--- config.mk ---
export PLATFORM = sky130hd
export DESIGN_NAME = instr_encode_loader
export DESIGN_NICKNAME = d
export VERILOG_FILES = /design/src/rtl/mips_isa_pkg.sv /design/src/rtl/instr_encode.sv /design/src/rtl/instr_encode_loader.sv
export SDC_FILE = /design/constraint.sdc
export NUM_CORES = 1
export LEC_CHECK = 0
export CORE_ASPECT_RATIO = 1.1
export CORE_MARGIN = 2
export CORE_UTILIZATION = 46
export CTS_BUF_LIST = sky130_fd_sc_hd__clkbuf_8
export DETAILED_ROUTE_END_ITERATION = 6
export PLACE_DENSITY = 0.93
export SLEW_MARGIN = 20
export SYNTH_ARGS = -nofsm -noshare
export SYNTH_HDL_FRONTEND = slang
export SYNTH_SLANG_ARGS = --single-unit
--- constraint.sdc ---
create_clock -name clk -period 2.8 [get_ports clk]
set_input_delay 0.7 -clock clk [delete_from_list [all_inputs] [get_ports clk]]
set_output_delay 0.7 -clock clk [all_outputs]
set_load 0.02 [all_outputs]
--- src/rtl/mips_isa_pkg.sv ---
// Shared MIPS ISA definitions: mnemonic codes plus the opcode and func fields
// used by both the single-cycle controller and the instruction encoder.
package mips_isa_pkg;

  typedef enum logic [4:0] {
    ADD   = 5'd0,
    SUB   = 5'd1,
    AND   = 5'd2,
    OR    = 5'd3,
    XOR   = 5'd4,
    NOR   = 5'd5,
    SLT   = 5'd6,
    SLTU  = 5'd7,
    SLL   = 5'd8,
    SRL   = 5'd9,
    SRA   = 5'd10,
    JR    = 5'd11,
    LW    = 5'd12,
    SW    = 5'd13,
    ADDI  = 5'd14,
    ADDIU = 5'd15,
    SLTI  = 5'd16,
    ORI   = 5'd17,
    BEQ   = 5'd18,
    BNE   = 5'd19,
    J     = 5'd20,
    JAL   = 5'd21,
    LUI   = 5'd22,
    RSVD  = 5'd23
  } mnem_t;

  localparam logic [5:0] OP_RTYPE = 6'b000000;
  localparam logic [5:0] OP_LW    = 6'b100011;
  localparam logic [5:0] OP_SW    = 6'b101011;
  localparam logic [5:0] OP_ADDI  = 6'b001000;
  localparam logic [5:0] OP_ADDIU = 6'b001001;
  localparam logic [5:0] OP_SLTI  = 6'b001010;
  localparam logic [5:0] OP_ORI   = 6'b001101;
  localparam logic [5:0] OP_BEQ   = 6'b000100;
  localparam logic [5:0] OP_BNE   = 6'b000101;
  localparam logic [5:0] OP_LUI   = 6'b001111;
  localparam logic [5:0] OP_J     = 6'b000010;
  localparam logic [5:0] OP_JAL   = 6'b000011;

  localparam logic [5:0] FN_ADD  = 6'b100000;
  localparam logic [5:0] FN_SUB  = 6'b100010;
  localparam logic [5:0] FN_AND  = 6'b100100;
  localparam logic [5:0] FN_OR   = 6'b100101;
  localparam logic [5:0] FN_XOR  = 6'b100110;
  localparam logic [5:0] FN_NOR  = 6'b100111;
  localparam logic [5:0] FN_SLT  = 6'b101010;
  localparam logic [5:0] FN_SLTU = 6'b101011;
  localparam logic [5:0] FN_SLL  = 6'b000000;
  localparam logic [5:0] FN_SRL  = 6'b000010;
  localparam logic [5:0] FN_SRA  = 6'b000011;
  localparam logic [5:0] FN_JR   = 6'b001000;

  function automatic logic [31:0] r_word(input logic [4:0] rs, input logic [4:0] rt,
                                         input logic [4:0] rd, input logic [4:0] shamt,
                                         input logic [5:0] fn);
    return {OP_RTYPE, rs, rt, rd, shamt, fn};
  endfunction

  function automatic logic [31:0] i_word(input logic [5:0] op, input logic [4:0] rs,
                                         input logic [4:0] rt, input logic [15:0] imm);
    return {op, rs, rt, imm};
  endfunction

endpackage

--- src/rtl/instr_encode.sv ---
// Combinational encoder from a symbolic instruction to its 32-bit MIPS word;
// unused fields are forced to zero so the word matches canonical assembler output.
module instr_encode
  import mips_isa_pkg::*;
(
  input  logic [4:0]  mnem,
  input  logic [4:0]  rs,
  input  logic [4:0]  rt,
  input  logic [4:0]  rd,
  input  logic [4:0]  shamt,
  input  logic [15:0] imm,
  input  logic [25:0] target,
  output logic [31:0] word,
  output logic        legal
);

  always_comb begin
    word  = '0;
    legal = 1'b1;
    case (mnem)
      ADD:   word = r_word(rs, rt, rd, 5'd0, FN_ADD);
      SUB:   word = r_word(rs, rt, rd, 5'd0, FN_SUB);
      AND:   word = r_word(rs, rt, rd, 5'd0, FN_AND);
      OR:    word = r_word(rs, rt, rd, 5'd0, FN_OR);
      XOR:   word = r_word(rs, rt, rd, 5'd0, FN_XOR);
      NOR:   word = r_word(rs, rt, rd, 5'd0, FN_NOR);
      SLT:   word = r_word(rs, rt, rd, 5'd0, FN_SLT);
      SLTU:  word = r_word(rs, rt, rd, 5'd0, FN_SLTU);
      SLL:   word = r_word(5'd0, rt, rd, shamt, FN_SLL);
      SRL:   word = r_word(5'd0, rt, rd, shamt, FN_SRL);
      SRA:   word = r_word(5'd0, rt, rd, shamt, FN_SRA);
      JR:    word = r_word(rs, 5'd0, 5'd0, 5'd0, FN_JR);
      LW:    word = i_word(OP_LW, rs, rt, imm);
      SW:    word = i_word(OP_SW, rs, rt, imm);
      ADDI:  word = i_word(OP_ADDI, rs, rt, imm);
      ADDIU: word = i_word(OP_ADDIU, rs, rt, imm);
      SLTI:  word = i_word(OP_SLTI, rs, rt, imm);
      ORI:   word = i_word(OP_ORI, rs, rt, imm);
      BEQ:   word = i_word(OP_BEQ, rs, rt, imm);
      BNE:   word = i_word(OP_BNE, rs, rt, imm);
      LUI:   word = i_word(OP_LUI, 5'd0, rt, imm);
      J:     word = {OP_J, target};
      JAL:   word = {OP_JAL, target};
      // Reserved code 23 and 24..31 have no encoding.
      default: legal = 1'b0;
    endcase
  end

endmodule

--- src/rtl/instr_encode_loader.sv ---
// Accepts symbolic instructions, encodes them and writes the words sequentially
// into instruction memory, one instruction every two cycles.
module instr_encode_loader
  import mips_isa_pkg::*;
#(
  parameter int IMEM_DEPTH = 64,
  parameter int ADDR_W     = 6
) (
  input  logic              clk,
  input  logic              reset_n,
  input  logic              clear,
  input  logic              in_valid,
  output logic              in_ready,
  input  logic [4:0]        mnem,
  input  logic [4:0]        rs,
  input  logic [4:0]        rt,
  input  logic [4:0]        rd,
  input  logic [4:0]        shamt,
  input  logic [15:0]       imm,
  input  logic [25:0]       target,
  output logic              imem_we,
  output logic [ADDR_W-1:0] imem_addr,
  output logic [31:0]       imem_wdata,
  output logic [ADDR_W:0]   count,
  output logic              full,
  output logic              err_illegal
);

  typedef enum logic [1:0] {S_IDLE, S_WRITE, S_FULL} state_t;

  localparam logic [ADDR_W:0] DEPTH_C = (ADDR_W+1)'(IMEM_DEPTH);

  state_t            state_q, state_d;
  logic [ADDR_W:0]   count_q, count_d;
  logic              err_q, err_d;
  logic              we_q, we_d;
  logic [ADDR_W-1:0] addr_q, addr_d;
  logic [31:0]       wdata_q, wdata_d;
  logic [31:0]       enc_word;
  logic              enc_legal;

  instr_encode u_encode (
    .mnem   (mnem),
    .rs     (rs),
    .rt     (rt),
    .rd     (rd),
    .shamt  (shamt),
    .imm    (imm),
    .target (target),
    .word   (enc_word),
    .legal  (enc_legal)
  );

  always_comb begin
    state_d = state_q;
    count_d = count_q;
    err_d   = err_q;
    we_d    = 1'b0;
    addr_d  = addr_q;
    wdata_d = wdata_q;
    // Clear wins over everything, including a pending write and a same-cycle request.
    if (clear) begin
      state_d = S_IDLE;
      count_d = '0;
      err_d   = 1'b0;
    end else begin
      case (state_q)
        S_IDLE: begin
          if (in_valid) begin
            if (enc_legal) begin
              we_d    = 1'b1;
              addr_d  = count_q[ADDR_W-1:0];
              wdata_d = enc_word;
              state_d = S_WRITE;
            end else begin
              err_d = 1'b1;
            end
          end
        end
        S_WRITE: begin
          count_d = count_q + 1'b1;
          state_d = (count_d == DEPTH_C) ? S_FULL : S_IDLE;
        end
        default: ;
      endcase
    end
  end

  always_ff @(posedge clk or negedge reset_n) begin
    if (!reset_n) begin
      state_q <= S_IDLE;
      count_q <= '0;
      err_q   <= 1'b0;
      we_q    <= 1'b0;
      addr_q  <= '0;
      wdata_q <= '0;
    end else begin
      state_q <= state_d;
      count_q <= count_d;
      err_q   <= err_d;
      we_q    <= we_d;
      addr_q  <= addr_d;
      wdata_q <= wdata_d;
    end
  end

  assign in_ready    = reset_n && (state_q == S_IDLE);
  assign imem_we     = we_q;
  assign imem_addr   = addr_q;
  assign imem_wdata  = wdata_q;
  assign count       = count_q;
  assign full        = (count_q == DEPTH_C);
  assign err_illegal = err_q;

endmodule
# --- Word-level counts from Yosys, hierarchy flattened ---
# Cells that the tools add are included.
word_totals:
  regBits: 49
  input_bits: 71
  out_inout_bits: 49
  elab_cells: 64
classes:
  add_sub_neg: 1
  n_eq_ne: 28
  mux: 17
  bitwise_logic: 1
  reduce_logical: 11
ops:
  columns: ["op", "count"]
  rows:
  - ["case mux 32 bit (23 select lines)", 1]
  - ["== test 5 x 4 -> 1 bit (second input constant)", 8]
  - ["== test 5 bit (second input constant)", 7]
  - ["OR reduction 23 bit", 1]
  - ["== test 5 x 3 -> 1 bit (second input constant)", 4]
  - ["== test 7 bit (second input constant)", 2]
  - ["2-to-1 mux 7 bit", 2]
  - ["== test 5 x 2 -> 1 bit (second input constant)", 2]
  - ["2-to-1 mux 1 bit", 9]
  - ["2-to-1 mux 2 bit", 4]
  - ["adder 7 x 1 -> 7 bit (second input constant)", 1]
  - ["inequality test 3 bit (second input constant)", 2]
  - ["AND reduction 3 bit", 2]
  - ["nonzero test 2 bit", 3]
  - ["== test 5 x 1 -> 1 bit (second input constant)", 1]
  - ["zero test 5 bit", 1]
  - ["case mux 2 bit (2 select lines)", 1]
  - ["AND reduction 4 bit", 1]
  - ["nonzero test 3 bit", 1]
  - ["== test 2 x 1 -> 1 bit (second input constant)", 1]
  - ["zero test 2 bit", 1]
  - ["inequality test 2 bit (second input constant)", 1]
  - ["logical AND 1 bit", 1]
  - ["NOT 1 bit", 1]

# --- Logic depth before layout (Yosys ltp) ---
depth:
  depth_word: 7
  ltp_mapped: 7
  depth_no_buf: 5

# --- By module ---
# From an unflattened synthesis, not the netlist that was laid out.
unflattened:
  hier_cells: 246
  area_unflattened_um2: 2803.9
by_module_without_submodules:
  columns: ["mod", "instances", "cells_per_inst", "area_per_inst_um2", "seq_area_each_um2"]
  rows:
  - ["instr_encode_loader", 1, 149, 2098.3, 1226.2]
  - ["instr_encode", 1, 97, 705.7, 0.0]

# --- Least setup slack after synthesis ---
# No wires, ideal clock.
synth_timing:
  path_type: "reg2out"
  from: "register count_q[0] (netlist: count[0])"
  to: "output full"
  t_arrival_ps: 1260
  t_required_ps: 2100
  path_slack_ps: 840
  path_stages_with_launch: 5
  path_buffers: 0
  cell_sequence: "dfrtp_1 > inv_1 > ha_1 > nand3_1 > nor3_1"
synth_between:
  elab_chain_len: 1
synth_rtl:
  columns: ["item", "line", "text"]
  rows:
  - ["from (decl)", "instr_encode_loader.sv:34", "logic [ADDR_W:0] count_q, count_d;"]
  - ["from (signal assigned)", "instr_encode_loader.sv:99", "count_q <= count_d;"]
  - ["== test 7 bit", "instr_encode_loader.sv:112", "assign full = (count_q == DEPTH_C);"]
  - ["to (decl)", "instr_encode_loader.sv:25", "output logic full,"]
# No other way between the ends.

# --- Final worst setup path ---
# Ends and elaborated chain as after synthesis.

==> results by group <==
Setup path
  • Buf/Inv on CP: 2
  • Crit-path max cell delay: 0.63 ns
  • Crit path max-delay family: buffers and inverters
  • Worst Path Max Fanout: 9
  • Startpoint Class: flop
  • Crit end category: output port
  • Worst path slowest cell: clkdlybuf4s50_1
  • Critical setup path kind: flop to output port
  • Worst EP arrival: 1.88 ns
  • CP required: 2.10 ns
  • Crit-path cells: inv_1 > ha_1 > nand3_1 > nor3_1 > clkdlybuf4s50_1

Floorplanning
  • Initial core utilization: 47.9%
  • Core area: 5430 sq um
  • FP Rows: 28
  • Ports: 120
  • Die width: 75.7 um
  • Chip height: 82.9 um
  • Die area: 6280 sq um

Route
  • Routed WL per cell: 15.6 um
  • 1st-pass router iterations: 5
  • ANT nets after route: 0
  • Vias: 2563
  • Via density: 5.43
  • Violation count after the first detailed-route iteration: 122
  • Post-route DRC: 0
  • Post-Route WL: 7.38 mm

Finish
  • Final Util: 72.4%
  • Antenna Cells: 0
  • Post-route cell area: 3930 sq um
  • Area growth from synthesis to layout: 51.2%
  • Layout cells sized above 1: 5.54%
  • Register area: 1200 sq um
  • Footprint of the multi-input gates: 1250 sq um
  • Final net count: 471
  • Fillers: 430

Synthesis
  • Post-Syn Instances: 283
  • Part of the Yosys area used for sequential elements: 46.2%
  • Synth Cell Area: 2600 sq um
  • Synth Register Bits: 48
  • Post-synth EDFFs: 0
  • YS warnings: 0
  • Fraction of registers with async set/reset: 100%
  • Largest cells by area after synthesis: dfrtp_1 (46%), nor2_1 (5.8%), o21ai_0 (5.0%)
  • Post-synth net total: 357
  • Library cells used by synthesis: 47
  • Synthesized area per cell: 9.20 sq um
  • Synth area leader: dfrtp_1
  • Main synth FF type: dfrtp_1
  • Yosys top cell area share: 46.2%

CTS
  • Post-CTS Setup Inserts: 0
  • TritonCTS Buffers: 5
  • CTS tree: yes
  • Longest Clk Path Bufs: 2
  • Worst skew pair latency: 0.31 ns
  • CTS clk-pin slew, worst paths: 0.09 ns
  • # hold bufs at CTS: 0
  • H-Tree Depth: 2
  • Clock Root Buffer: clkbuf_8
  • CTS sink cnt: 48
  • Post-CTS resize count: 0

Timing
  • Slew Limit Fails: 0
  • Setup violators final: 0
  • Clock Skew: 0.0117 ns
  • Max transition margin: 59.5%
  • Final min period: 2.58 ns
  • RSZ-0062 raised after global routing: no
  • Final Hold Viols: 0
  • Max Clk Rate: 388 MHz
  • Slew at the pin closest to its max-slew limit: 0.608 ns
  • Period utilization: 92.1%
  • Setup TNS: 0 ns
  • Final hold slack: 0.495 ns

GRT
  • Global-route usage over all layers: 24.7%
  • Global-route wire length before repair: 12.1 mm
  • Largest net degree at the start of global routing: 58
  • Number of global-route vias before repair: 2561
  • Initial antenna violation count: 0
  • GR Overflow Total: 0

Power
  • P_leak: 1.62 nW
  • Power density over the cells: 483 nW/um^2
  • Max VDD drop: 361 uV

Placed design
  • # port buffers: 118
  • Area of placed instances: 3850 sq um
  • Post-DP HPWL: 5.62 mm
  • RePlAce Congestion: 0.897

Run
  • Max_cap viols: 0

Min path
  • Worst min path class: primary input to async pin

Outcome
  • Status: complete, no violations
[cell usage after synthesis, types with 2 or more instances]
cell type,instances
and3_1,2
a22oi_1,17
buf_4,3
nor3_1,2
mux2_1,7
nand3_1,2
nor2b_1,3
buf_2,7
o21a_1,2
clkbuf_1,8
a31oi_1,18
nor2_1,40
a21o_1,2
o21ai_0,26
mux2i_1,6
a211oi_1,2
xnor2_1,2
inv_1,11
nand4_1,3
xor2_1,6
and2_1,6
dfrtp_1,48
ha_1,3
nand3b_1,3
a21oi_1,14
o22ai_1,2
nand2b_1,4
nand2_1,15
[cells by family (layout without fill, tap and decap cells)]
family	Yosys count	after routing	synth area share (%)
other	1	1	0.144
xor gates and xnor gates	8	8	2.69
buffers and inverters	32	146	5.72
and+or+nand+nor	84	84	15.4
adders and majority gates	3	3	1.44
muxes	13	13	5.34
AOI/OAI and AO/OA	94	94	23.1
DFF	48	48	46.2
[registers in the layout, indices dropped and copies added (netlist names)]
name and cells:
imem_we 1, err_illegal 1, count 7, imem_addr 6, state_q 2, imem_wdata 31
[metal layers]
metal | vias to the layer above | GRT usage, % | routed length (um)
met5 | - | 0 | 0
met4 | 0 | 9.73 | 226
met3 | 20 | 5.46 | 456
met2 | 111 | 41.9 | 3870
met1 | 1194 | 29.5 | 2820
li1 | 1238 | - | -
[final timing paths]
kind / end / slack [ns] / startpoint / depth (start not counted)
max in group asynchronous: imem_wdata[29]$_DFFE_PN0P_ / 1.89 / reset_n / 2
min in group clk: imem_addr[4]$_DFFE_PN0P_ / 0.50 / imem_addr[4]$_DFFE_PN0P_ / 1
min reg2reg: imem_addr[4]$_DFFE_PN0P_ / 0.50 / imem_addr[4]$_DFFE_PN0P_ / 1
max reg2reg: state_q[1]$_DFFE_PN0P_ / 0.96 / count[0]$_DFFE_PN0N_ / 5
max: full / 0.22 / count[0]$_DFFE_PN0N_ / 5
min: imem_wdata[6]$_DFFE_PN0P_ / 0.49 / reset_n / 2
[cells in the final DEF, fill, tap and decap left out, types with 2 or more instances in the layout]
cell	n
o22ai_1	2
nand3b_1	3
and2_1	6
nand2_1	15
nand2b_1	4
ha_1	3
clkdlybuf4s50_1	117
clkbuf_8	5
mux2i_1	6
dfrtp_1	48
a31oi_1	18
nor3_1	2
o21a_1	2
a211oi_1	2
xor2_1	6
nand4_1	3
buf_4	9
a21oi_1	14
a21o_1	2
a22oi_1	17
nor2b_1	3
mux2_1	7
nand3_1	2
o21ai_0	26
nor2_1	40
and3_1	2
inv_1	11
xnor2_1	2
[power breakdown]
| part | internal (mW) | switching (mW) | leakage, nW |
|---|---|---|---|
| Sequential | 0.787 | 0.0576 | 0.603 |
| Combinational | 0.336 | 0.320 | 0.979 |
| Clock | 0.169 | 0.229 | 0.0400 |
| Total | 1.29 | 0.607 | 1.62 |
[through the flow]
stage / setup WS [ns] / total power [mW] / instances
2_1_floorplan: 0.840 / 1.15 / 283
3_3_place_gp: 0.332 / 1.50 / 465
3_5_place_dp: 0.136 / 1.52 / 465
4_1_cts: 0.215 / 1.91 / 472
5_1_grt: 0.128 / 1.99 / 472
6_report: 0.220 / 1.90 / 472
[cell type report]
| cell class | instances | area share [%] |
|---|---|---|
| Sequential cell | 48 | 30.5 |
| Timing Repair Buffer | 128 | 32.1 |
| Clock buffer | 5 | 1.75 |
| Inverter | 11 | 1.05 |
| Clock inverter | 2 | 0.318 |
| Multi-Input combinational cell | 203 | 31.8 |
| Tap cell | 75 | 2.39 |
Note: power is estimated with default switching activity, not from simulation.
